## src/rtl/img_pkg.sv

```systemverilog
// Shared definitions for the RGB image engine and its job scheduler:
// opcodes, scheduler state encoding and BMP-style header field offsets.
package img_pkg;

  localparam logic [1:0] BRIGHTNESS = 2'd0;
  localparam logic [1:0] GRAYSCALE  = 2'd1;
  localparam logic [1:0] ROTATE     = 2'd2;

  // Byte offsets of the geometry fields in the loaded frame header.
  localparam int unsigned HDR_WIDTH_OFS  = 18;
  localparam int unsigned HDR_HEIGHT_OFS = 22;

  typedef enum logic [2:0] {
    StIdle,
    StArb,
    StReject,
    StLaunch,
    StRun,
    StFinish
  } sched_state_e;

  function automatic logic opcode_valid(input logic [1:0] op);
    return op <= ROTATE;
  endfunction

endpackage

```

## src/rtl/rr_arbiter.sv

```systemverilog
// Combinational round-robin pick: first requester at or after ptr+1 (mod NUM_REQ).
module rr_arbiter #(
  parameter int unsigned NUM_REQ = 4
) (
  input  logic [NUM_REQ-1:0]         req,
  input  logic [$clog2(NUM_REQ)-1:0] ptr,
  output logic [NUM_REQ-1:0]         gnt,
  output logic [$clog2(NUM_REQ)-1:0] gnt_idx,
  output logic                       any
);

  localparam int unsigned IW = $clog2(NUM_REQ);

  int unsigned k;

  always_comb begin
    gnt     = '0;
    gnt_idx = '0;
    any     = 1'b0;
    k       = 0;
    for (int unsigned i = 1; i <= NUM_REQ; i++) begin
      k = (32'(ptr) + i) % NUM_REQ;
      if (!any && req[k]) begin
        any     = 1'b1;
        gnt[k]  = 1'b1;
        gnt_idx = IW'(k);
      end
    end
  end

endmodule

```

## src/rtl/img_op_scheduler.sv

```systemverilog
// Round-robin job scheduler that launches the image engine through its reset.
// Optional RUN watchdog: define IMG_SCHED_TIMEOUT_EN.
module img_op_scheduler
  import img_pkg::*;
#(
  parameter int unsigned NUM_REQ       = 4,
  parameter int unsigned MAX_WIDTH     = 1080,
  parameter int unsigned MAX_HEIGHT    = 1080,
  parameter int unsigned RST_HOLD      = 2,
  parameter int unsigned TIMEOUT_SLACK = 16
) (
  input  logic                   CLK,
  input  logic                   RESET,
  input  logic [NUM_REQ-1:0]     req,
  input  logic [2*NUM_REQ-1:0]   req_opcode,
  output logic [NUM_REQ-1:0]     grant,
  output logic [NUM_REQ-1:0]     ack,
  output logic                   err,
  output logic                   busy,
  output logic                   eng_rst_n,
  output logic [1:0]             eng_opcode,
  input  logic                   eng_done,
  input  logic [31:0]            img_width,
  input  logic [31:0]            img_height
);

  localparam int unsigned IW = $clog2(NUM_REQ);
  localparam int unsigned HW = $clog2(RST_HOLD) + 1;

  if (NUM_REQ < 2 || NUM_REQ > 8 || RST_HOLD < 1 || TIMEOUT_SLACK > 32'h7fff_ffff) begin : g_bad
    $error("img_op_scheduler: illegal parameter set");
  end

  sched_state_e        state_q, state_d;
  logic [NUM_REQ-1:0]  grant_q, grant_d, ack_q, ack_d;
  logic [IW-1:0]       owner_q, owner_d, ptr_q, ptr_d;
  logic [1:0]          opcode_q, opcode_d;
  logic [HW-1:0]       hold_q, hold_d;
  logic [31:0]         cnt_q, cnt_d;
  logic                to_q, to_d, err_q, err_d, eng_rst_q, eng_rst_d;

  logic [NUM_REQ-1:0]  arb_gnt;
  logic [IW-1:0]       arb_idx;
  logic                arb_any;
  logic [1:0]          pick_op;
  logic                geom_ok;

  rr_arbiter #(
    .NUM_REQ (NUM_REQ)
  ) u_arb (
    .req     (req),
    .ptr     (ptr_q),
    .gnt     (arb_gnt),
    .gnt_idx (arb_idx),
    .any     (arb_any)
  );

  assign pick_op = req_opcode[{arb_idx, 1'b0} +: 2];
  assign geom_ok = (img_width != 32'd0) && (img_height != 32'd0) &&
                   (img_width <= 32'(MAX_WIDTH)) && (img_height <= 32'(MAX_HEIGHT));

`ifdef IMG_SCHED_TIMEOUT_EN
  logic [63:0] run_limit;
  assign run_limit = 64'(img_width) * 64'(img_height) + 64'(TIMEOUT_SLACK);
`endif

  always_comb begin
    state_d  = state_q;
    grant_d  = grant_q;
    owner_d  = owner_q;
    ptr_d    = ptr_q;
    opcode_d = opcode_q;
    hold_d   = hold_q;
    cnt_d    = cnt_q;
    to_d     = to_q;
    unique case (state_q)
      StIdle: if (|req) state_d = StArb;
      StArb: begin
        if (arb_any) begin
          grant_d  = arb_gnt;
          owner_d  = arb_idx;
          opcode_d = pick_op;
          hold_d   = '0;
          state_d  = (opcode_valid(pick_op) && geom_ok) ? StLaunch : StReject;
        end else begin
          state_d = StIdle;
        end
      end
      StReject: begin
        grant_d = '0;
        ptr_d   = owner_q;
        state_d = StIdle;
      end
      StLaunch: begin
        cnt_d = '0;
        if (hold_q == HW'(RST_HOLD - 1)) state_d = StRun;
        else hold_d = hold_q + HW'(1);
      end
      StRun: begin
        cnt_d = cnt_q + 32'd1;
        // done is not meaningful until the engine's start pulse has propagated
        if (eng_done && cnt_q >= 32'd2) begin
          state_d = StFinish;
`ifdef IMG_SCHED_TIMEOUT_EN
        end else if ({32'd0, cnt_q} >= run_limit) begin
          state_d = StFinish;
          to_d    = 1'b1;
`endif
        end
      end
      StFinish: begin
        grant_d = '0;
        ptr_d   = owner_q;
        to_d    = 1'b0;
        state_d = StIdle;
      end
      default: state_d = StIdle;
    endcase
    // Outputs registered off the next state so the engine reset never glitches.
    eng_rst_d = (state_d == StRun);
    ack_d     = (state_d == StReject || state_d == StFinish) ? grant_d : '0;
    err_d     = (state_d == StReject) || (state_d == StFinish && to_d);
  end

  always_ff @(posedge CLK or negedge RESET) begin
    if (!RESET) begin
      state_q   <= StIdle;
      grant_q   <= '0;
      owner_q   <= '0;
      ptr_q     <= IW'(NUM_REQ - 1);
      opcode_q  <= '0;
      hold_q    <= '0;
      cnt_q     <= '0;
      to_q      <= 1'b0;
      ack_q     <= '0;
      err_q     <= 1'b0;
      eng_rst_q <= 1'b0;
    end else begin
      state_q   <= state_d;
      grant_q   <= grant_d;
      owner_q   <= owner_d;
      ptr_q     <= ptr_d;
      opcode_q  <= opcode_d;
      hold_q    <= hold_d;
      cnt_q     <= cnt_d;
      to_q      <= to_d;
      ack_q     <= ack_d;
      err_q     <= err_d;
      eng_rst_q <= eng_rst_d;
    end
  end

  assign grant      = grant_q;
  assign ack        = ack_q;
  assign err        = err_q;
  assign busy       = (state_q != StIdle);
  assign eng_rst_n  = eng_rst_q;
  assign eng_opcode = opcode_q;

endmodule
```

## config.mk

```make
export PLATFORM = sky130hd
export DESIGN_NAME = img_op_scheduler
export DESIGN_NICKNAME = d
export VERILOG_FILES = /design/src/rtl/img_pkg.sv /design/src/rtl/rr_arbiter.sv /design/src/rtl/img_op_scheduler.sv
export SDC_FILE = /design/constraint.sdc
export NUM_CORES = 1
export LEC_CHECK = 0
export ABC_CLOCK_PERIOD_IN_PS = 7200
export BUFFER_PORTS_ARGS = -buffer_cell sky130_fd_sc_hd__buf_2
export CORE_UTILIZATION = 43
export CTS_BUF_LIST = sky130_fd_sc_hd__clkbuf_4 sky130_fd_sc_hd__clkbuf_8 sky130_fd_sc_hd__clkbuf_16
export CTS_CLUSTER_DIAMETER = 200
export CTS_CLUSTER_SIZE = 8
export DETAILED_ROUTE_END_ITERATION = 8
export PLACE_DENSITY = 0.7
export SYNTH_ARGS = -nofsm -noshare
export SYNTH_HDL_FRONTEND = slang
export SYNTH_SLANG_ARGS = --single-unit
```

## constraint.sdc

```tcl
create_clock -name CLK -period 7.2 [get_ports CLK]
set_input_delay 1.44 -clock CLK [delete_from_list [all_inputs] [get_ports CLK]]
set_output_delay 1.44 -clock CLK [all_outputs]
set_load 0.005 [all_outputs]
```

==> flow_summary.toml, run 1 <==
[run_status]
status = "finished, final reports clean"

[sta]
fin_skew_ns = 0.01466
hold_viol_final = 0
finalSetupTns_ns = 0
setup_violations = 0
tightestPinTransition_ns = 1.369
max_freq_mhz = 288.5
slew_viol_final = 0
slew_headroom_pct = 8.020
layout_min_cycle_time_ns = 3.466
min_period_over_period_pct = 48.14
rsz0062_at_grt = "false"

[grt]
globalRouteOverflowTotal = 0
grt_start_max_net_pins = 55
grt_pass1_wl_mm = 14.79
grt_usage_pct = 21.11
antenna_found_initial = 0
grt_pass1_vias = 3170

[power]
pwr-share-seq_pct = 35.3
internal_power_uw = 696.7
swShare_pct = 44.05
max-vdd-ir-drop_uv = 97.41
power.switching_uw = 548.6
power_leakage_uw = 0.001935
power_density_nw_per_um2 = 298.9
total_power_uw = 1245
power_frac_comb_pct = 50.0
p_clk_share_pct = 14.7

[worst_setup_path]
max_stage_delay_ns = 1.08
cp-end-kind = "flip-flop"
cp-start-kind = "primary input"
arrival_ns = 3.69
crit_chain = "buf_2 -> nor4_1 -> nor3_1 -> o221ai_1 -> nand3_1 -> nand2_1 -> o31ai_1"
path_max_fanout = 14
crit_buf_inv = 1
path_delay_family = "simple AND/OR/NAND/NOR gates"
cp.required_ns = 7.42
path_class = "primary input to flip-flop"
slowest_stage = "nor3_1"

[synthesis]
synth.area.top_cells = "dfrtp_1, o21ai_0, nand3_1, mux2i_1, nand2_1"
avgSynthCellArea_um2 = 9.081
synthesis.nets = 486
ys.flop_type = "dfrtp_1"
yosysWarnings = 0
yosysTopAreaCell = "dfrtp_1"
syn_inst = 396
syn-cell-area_um2 = 3596
async_flop_share_pct = 100.0
synth_most_common_cell = "dfrtp_1"
ys_seq_area_share_pct = 37.65
synth_cell_types = 59
synth-seq-cells = 54
yosys-top-cells-count = "dfrtp_1, nand2_1, o21ai_0"
synth_top_area_share_pct = 36.19
synth_edf_count = 0

[placement]
gp_congestion = 0.8796
io_buffers = 91
dp_hpwl_mm = 6.670

[routing]
routed_via_density = 5.898
drt_first_pass_iters = 4
wl_mm = 8.950
antenna_left = 0
wl_per_cell_um = 15.43
via_count = 3421
drt_iter0_drc = 150
route.detailed.drc = 0

[clocking]
cts_tree = "yes"
post_cts_resized = 0
cts_htree_levels = 2
cts_buffers = 5
hold_buffers = 0
cts_sinks = 54
postCtsSetupBuffers = 0
clock_latency_ns = 0.31
clock_path_buffers = 2
clock-root-buffer = "clkbuf_8"
path_clk_slew_ns = 0.10

[job]
drv_cap = 0

[final_layout]
drive_gt1_share_pct = 25.94
nets = 567
fillerInstances = 749
area_delta_synth_final_pct = 15.87
antennaDiodeCount = 0

[floorplan]
fp.dieH_um = 93.45
start_util_pct = 45.59
io-pin-count = 92
core_area_um2 = 7888
die_x_um = 93.45
rows = 32
die-area_um2 = 8732

[worst_hold_path]
min_path_type = "flip-flop to flip-flop"
-- per-layer routing --
| layer | global-route usage, % | wire, µm |
|---|---|---|
| met5 | 0 | 0 |
| met4 | 4.872 | 97 |
| met3 | 3.496 | 332 |
| met2 | 36.95 | 4554 |
| met1 | 27.20 | 3965 |
-- path summary, 6_finish.rpt --
path                          startpoint            end  slack (ns)  depth (start not counted)
max                               req[2]         ack[3]        3.73                          7
min                        eng_opcode[0]  eng_opcode[0]        0.50                          2
max reg2reg                     ptr_q[0]     state_q[0]        3.80                          8
max in group asynchronous          RESET     owner_q[1]        5.49                          2
min in group asynchronous          RESET      cnt_q[18]        1.24                          2
min reg2reg                eng_opcode[0]  eng_opcode[0]        0.50                          2
-- sequential cells by signal, summed over array words and instances, names as in the netlist --
signal	cells
eng_opcode	2
eng_rst_n	1
err	1
hold_q	2
owner_q	2
ack	4
to_q	1
cnt_q	32
grant	4
state_q	3
ptr_q	2
-- worst min-delay path: stages (launching register included) --
cell	delay [ns]
dfrtp_1	0.35
nand2_1	0.04
o21ai_1	0.07
-- layout make-up --
cell class	instances	area, µm²	share of cell area (%)
flip-flops and latches	54	1354	32.49
clock buffers	7	90.09	2.162
inverters	15	56.30	1.351
multi-input cells	308	2059	49.43
well taps	102	127.6	3.063
clock inverters	1	8.758	0.2102
repair buffers	93	470.5	11.29
-- cells in the final DEF, fill, tap and decap left out, types with 6 or more instances in the layout --
cell | netlist | layout
o21ai_0 | 37 | 37
mux2i_1 | 15 | 15
nor2_1 | 21 | 21
nor3_1 | 6 | 6
nand3_1 | 32 | 32
and3_1 | 9 | 9
clkbuf_8 | 2 | 6
dfrtp_1 | 52 | 52
o211ai_1 | 7 | 7
ha_1 | 11 | 11
nand4_1 | 13 | 13
nand2_1 | 39 | 39
buf_2 | 1 | 91
o221ai_1 | 6 | 6
and4_1 | 8 | 8
nor4_1 | 21 | 21
inv_1 | 15 | 15
o31ai_1 | 13 | 13
-- power groups by stage --
stage          Sequential [µW]  Combinational, µW  Clock (µW)
2_1_floorplan              399                513           0
3_3_place_gp               440                600           0
3_5_place_dp               445                619           0
4_1_cts                    440                623         189
5_1_grt                    452                688         201
6_report                   440                623         183
-- kinds of logic (layout without fill, tap and decap cells) --
group	Yosys count	after routing	share of synthesized area (%)
muxes	21	21	7.307
DFF	54	54	37.65
buffers and inverters	34	116	5.080
AOI/OAI and AO/OA	106	106	20.32
and+or+nand+nor	170	170	25.82
adders and majority gates	11	11	3.827
-- through the flow --
stage | instances | utilization [%] | worst slack [ns] | hold slack (ns) | area [µm²]
finish | 580 | 52.82 | 3.734 | 0.5000 | 4167
global route | 580 | 52.82 | 3.534 | 0.5161 | 4167
CTS | 580 | 52.82 | 3.785 | 0.5008 | 4167
detailed placement | 572 | 51.57 | 3.440 | 0.4759 | 4068
global placement | 572 | 51.57 | 3.665 | 0.4729 | 4068
floorplan | 396 | - | 4.010 | 0.4579 | 3596
(Power assumes the default switching activity.)
==> inputs of run 2 (changes only) <==
--- a/config.mk
+++ b/config.mk
@@ -5,14 +5,14 @@
 export SDC_FILE = /design/constraint.sdc
 export NUM_CORES = 1
 export LEC_CHECK = 0
-export ABC_CLOCK_PERIOD_IN_PS = 7200
+export ABC_CLOCK_PERIOD_IN_PS = 2850
 export BUFFER_PORTS_ARGS = -buffer_cell sky130_fd_sc_hd__buf_2
 export CORE_UTILIZATION = 43
 export CTS_BUF_LIST = sky130_fd_sc_hd__clkbuf_4 sky130_fd_sc_hd__clkbuf_8 sky130_fd_sc_hd__clkbuf_16
 export CTS_CLUSTER_DIAMETER = 200
 export CTS_CLUSTER_SIZE = 8
 export DETAILED_ROUTE_END_ITERATION = 8
-export PLACE_DENSITY = 0.7
+export PLACE_DENSITY = 0.73
 export SYNTH_ARGS = -nofsm -noshare
 export SYNTH_HDL_FRONTEND = slang
 export SYNTH_SLANG_ARGS = --single-unit
==> constraint.sdc (replaced) <==
create_clock -name CLK -period 2.85 [get_ports CLK]
set_input_delay 0.57 -clock CLK [delete_from_list [all_inputs] [get_ports CLK]]
set_output_delay 0.57 -clock CLK [all_outputs]
set_load 0.005 [all_outputs]
==> flow_summary.toml, run 2 (synthesis results as in run 1) <==
[clocking]
clock_path_buffers = 2
cts_sinks = 54
cts_htree_levels = 2
clock_latency_ns = 0.31
cts_tree = "yes"
path_clk_slew_ns = 0.09
postCtsSetupBuffers = 0
hold_buffers = 0
cts_buffers = 5
clock-root-buffer = "clkbuf_8"
post_cts_resized = 0

[sta]
slew_viol_final = 0
rsz0062_at_grt = "false"
slew_headroom_pct = 39.10
setup_violations = 0
finalSetupTns_ns = 0
fin_skew_ns = 0.007243
min_period_over_period_pct = 91.76
max_freq_mhz = 382.4
layout_min_cycle_time_ns = 2.615
tightestPinTransition_ns = 0.9065
hold_viol_final = 0

[floorplan]
core_area_um2 = 7888
die-area_um2 = 8732
io-pin-count = 92
fp.dieH_um = 93.45
die_x_um = 93.45
start_util_pct = 45.59
rows = 32

[grt]
antenna_found_initial = 0
globalRouteOverflowTotal = 0
grt_start_max_net_pins = 32
grt_pass1_vias = 3306
grt_pass1_wl_mm = 15.40
grt_usage_pct = 21.84

[final_layout]
final_area_um2 = 4254
fillerInstances = 753
antennaDiodeCount = 0
nets = 575
largest_reg_flops = 32
layout_common_cells = "buf_2, dfrtp_1, nand2_1, o21ai_0, nand3_1"
top_register = "cnt_q"
final_common_cell = "buf_2"
area_delta_synth_final_pct = 18.30
drive_gt1_share_pct = 27.37

[power]
max-vdd-ir-drop_uv = 289.8
pwr-share-seq_pct = 31.1
total_power_uw = 3285
p_clk_share_pct = 15.8
power_density_nw_per_um2 = 772.2
power_leakage_uw = 0.001980
internal_power_uw = 1901
power_frac_comb_pct = 53.0
swShare_pct = 42.12
power.switching_uw = 1384

[worst_setup_path]
slowest_stage = "dfstp_2"
rr_startpoint = "ptr_q[0]"
path_delay_family = "compound AO/OA/AOI/OAI gates"
cp-end-kind = "flip-flop"
regToRegSetupSlack_ns = 0.23
arrival_ns = 2.82
rr_endpoint = "state_q[0]"
crit_buf_inv = 1
cp.required_ns = 3.05
max_stage_delay_ns = 0.60
path_max_fanout = 8
crit_chain = "inv_1 -> ha_4 -> mux4_2 -> a21oi_4 -> o21bai_2 -> a311oi_2 -> a21oi_2 -> o31a_1"
path_class = "flip-flop to flip-flop"
ff2ff_path_depth = 8
cp-start-kind = "flip-flop"

[routing]
route.detailed.drc = 0
drt_first_pass_iters = 4
wl_mm = 8.956
drt_iter0_drc = 194
routed_via_density = 5.832
antenna_left = 0
wl_per_cell_um = 15.23
via_count = 3429

[placement]
io_buffers = 91
gp_congestion = 0.8519
place_area_um2 = 4140
dp_hpwl_mm = 6.951

[job]
drv_cap = 0

[worst_hold_path]
min_path_type = "primary input to async pin"

[run_status]
status = "finished, final reports clean"
## run 2: cell count changes in the layout (fill, tap and decap cells not counted)
| cell | change |
|---|---|
| buf_4 | +8 |
| ha_4 | +1 |
| inv_6 | -1 |
| clkbuf_4 | +1 |
| bufinv_16 | +1 |
| clkbuf_8 | -1 |
| ha_1 | -1 |
## run 2: layout make-up
class	count	area (µm²)	area share (%)
tap	102	127.6	3.000
inverter	15	56.30	1.324
clock buffer	7	83.83	1.971
timing repair buffer	101	530.5	12.47
multi-input combinational	308	2072	48.71
sequential	54	1354	31.82
clock inverter	1	30.03	0.7059
## run 2: how the worst max path moves through the flow
stage,depth (start not counted),slack (ns),end,startpoint
CTS,8,0.24,state_q[0],ptr_q[0]
finish,8,0.23,state_q[0],ptr_q[0]
floorplan,11,0.01,state_q[0],ptr_q[0]
global placement,7,0.28,state_q[0],ptr_q[0]
detailed placement,7,0.25,state_q[0],ptr_q[0]
global route,8,0.04,ack[3],ptr_q[0]
## run 2: power groups by stage
stage          clock [µW]  combinational (µW)  sequential (µW)
3_5_place_dp            0                1740             1040
5_1_grt               569                1920             1040
6_report              520                1740             1020
4_1_cts               537                1750             1020
3_3_place_gp            0                1680             1030
2_1_floorplan           0                1310             1010
## run 2: through the flow
step	setup WS (ns)	std cells	hold slack [ns]	utilization (%)
final	0.2348	588	0.2917	53.93
after global routing	0.04002	588	0.3480	53.93
after CTS	0.2434	588	0.3122	53.93
after detailed placement	0.2479	580	0.4777	52.49
after global placement	0.2813	580	0.4730	52.49
after floorplan	0.01281	396	0.2744	-
## run 2: metal layers
| metal | vias to the layer above | global-route usage, % | part of all wire (%) | wire (µm) |
|---|---|---|---|---|
| met2 | 75 | 37.62 | 50 | 4456 |
| met3 | 13 | 4.065 | 4.3 | 387 |
| met1 | 1656 | 27.92 | 45 | 3996 |
| met4 | 0 | 6.154 | 1.3 | 116 |
| li1 | 1685 | - | - | - |
| met5 | - | 0 | 0 | 0 |
==> inputs of run 3 (changes only) <==
--- a/config.mk
+++ b/config.mk
@@ -6,10 +6,9 @@
 export NUM_CORES = 1
 export LEC_CHECK = 0
 export ABC_CLOCK_PERIOD_IN_PS = 2850
-export BUFFER_PORTS_ARGS = -buffer_cell sky130_fd_sc_hd__buf_2
+export BUFFER_PORTS_ARGS = -buffer_cell sky130_fd_sc_hd__buf_4
 export CORE_UTILIZATION = 43
-export CTS_BUF_LIST = sky130_fd_sc_hd__clkbuf_4 sky130_fd_sc_hd__clkbuf_8 sky130_fd_sc_hd__clkbuf_16
-export CTS_CLUSTER_DIAMETER = 200
+export CTS_BUF_LIST = sky130_fd_sc_hd__clkbuf_8
 export CTS_CLUSTER_SIZE = 8
 export DETAILED_ROUTE_END_ITERATION = 8
 export PLACE_DENSITY = 0.73
==> flow_summary.toml, run 3 (synthesis results as in run 1) <==
[floorplan]
fp.dieH_um = 93.45
start_util_pct = 45.59
die-area_um2 = 8732
rows = 32
core_area_um2 = 7888
io-pin-count = 92
die_x_um = 93.45

[final_layout]
final_common_cell = "buf_4"
top_register = "cnt_q"
layout_common_cells = "buf_4, dfrtp_1, nand2_1, o21ai_0, nand3_1"
area_delta_synth_final_pct = 23.97
fin_cells = 586
drive_gt1_share_pct = 27.07
nets = 573
largest_reg_flops = 32
antennaDiodeCount = 0

[sta]
fin_ws_ns = 0.1584
tightestPinTransition_ns = 0.9195
fin_skew_ns = 0.01617
slew_viol_final = 0
setup_violations = 0
max_freq_mhz = 371.5
layout_min_cycle_time_ns = 2.692
hold_viol_final = 0
rsz0062_at_grt = "false"
slew_headroom_pct = 38.23
finalSetupTns_ns = 0
min_period_over_period_pct = 94.44

[routing]
wl_per_cell_um = 16.04
wl_mm = 9.398
routed_via_density = 5.766
drt_first_pass_iters = 4
antenna_left = 0
via_count = 3379
route.detailed.drc = 0
drt_iter0_drc = 159

[worst_setup_path]
cp.required_ns = 3.05
path_delay_family = "compound AO/OA/AOI/OAI gates"
arrival_ns = 2.89
crit_top_cell = "inv_1"
cp-start-kind = "flip-flop"
slowest_stage = "dfstp_2"
path_class = "flip-flop to flip-flop"
crit_buf_inv = 2
path_max_fanout = 8
cp-end-kind = "flip-flop"
max_stage_delay_ns = 0.60
crit_chain = "inv_1 -> ha_4 -> mux4_2 -> inv_1 -> o21ai_1 -> a211oi_1 -> a21oi_2 -> o31a_1"

[grt]
globalRouteOverflowTotal = 0
grt_pass1_wl_mm = 15.65
grt_pass1_vias = 3309
antenna_found_initial = 0
grt_usage_pct = 22.42
grt_start_max_net_pins = 55

[placement]
io_buffers = 91
gp_congestion = 0.8517
placedCellCount = 578
dp_slack_ns = 0.2047
dp_hpwl_mm = 7.228

[power]
power_leakage_uw = 0.002037
max-vdd-ir-drop_uv = 321.0
power_density_nw_per_um2 = 746.0

[clocking]
cts_htree_levels = 2
post_cts_resized = 0
cts_tree = "yes"
cts_sinks = 54
cts_buffers = 5
hold_buffers = 0
postCtsSetupBuffers = 0
path_clk_slew_ns = 0.10
clock_path_buffers = 2
clock-root-buffer = "clkbuf_8"
clock_latency_ns = 0.31

[job]
drv_cap = 0

[run_status]
status = "finished, final reports clean"

[worst_hold_path]
min_path_type = "primary input to async pin"
-- run 3: cell types whose count changed in the layout (fill, tap and decap cells not counted) --
| cell | before | now |
|---|---|---|
| buf_2 | 91 | 0 |
| buf_4 | 10 | 99 |
| clkbuf_4 | 2 | 0 |
| clkbuf_8 | 5 | 7 |
| bufinv_16 | 1 | 0 |
| clkinv_4 | 0 | 1 |
-- run 3: worst paths after layout --
| kind | start | end | slack, ns | cells past startpoint |
|---|---|---|---|---|
| setup / recovery | ptr_q[0] | state_q[0] | 0.16 | 8 |
| hold / removal | RESET | cnt_q[4] | 0.29 | 1 |
| setup reg to reg | ptr_q[0] | state_q[0] | 0.16 | 8 |
| hold reg to reg | cnt_q[31] | cnt_q[31] | 0.51 | 1 |
| max in group asynchronous | RESET | to_q | 2.09 | 1 |
| min in group CLK | cnt_q[31] | cnt_q[31] | 0.51 | 1 |
-- run 3: through the flow --
stage          util, %  hold WS (ns)  instance area [µm²]  total power, µW
2_1_floorplan        -        0.2744                 3608             2324
3_3_place_gp     55.19        0.4809                 4353             2787
3_5_place_dp     55.19        0.4900                 4353             2853
4_1_cts          56.52        0.3181                 4458             3333
5_1_grt          56.52        0.3453                 4458             3559
6_report         56.52        0.2946                 4458             3326
-- run 3: where the power goes --
part           switching (µW)  leakage (µW)  total (µW)  internal [µW]
logic                    1040       0.00125        1820            777
clock network             250     0.0000544         473            223
registers                 125      0.000730        1030            907
-- run 3: cell type report --
type,count,area [µm²]
fill,726,3430
timing repair buffer,99,743.2
multi-input combinational,308,2072
tap,102,127.6
clock buffer,7,96.34
clock inverter,1,8.758
inverter,15,56.30
sequential,54,1354
-- run 3: metal layers --
| metal | part of all wire (%) | global-route usage, % |
|---|---|---|
| met5 | 0 | 0 |
| met4 | 1.3 | 5.513 |
| met3 | 2.2 | 2.927 |
| met2 | 50 | 38.91 |
| met1 | 47 | 29.52 |
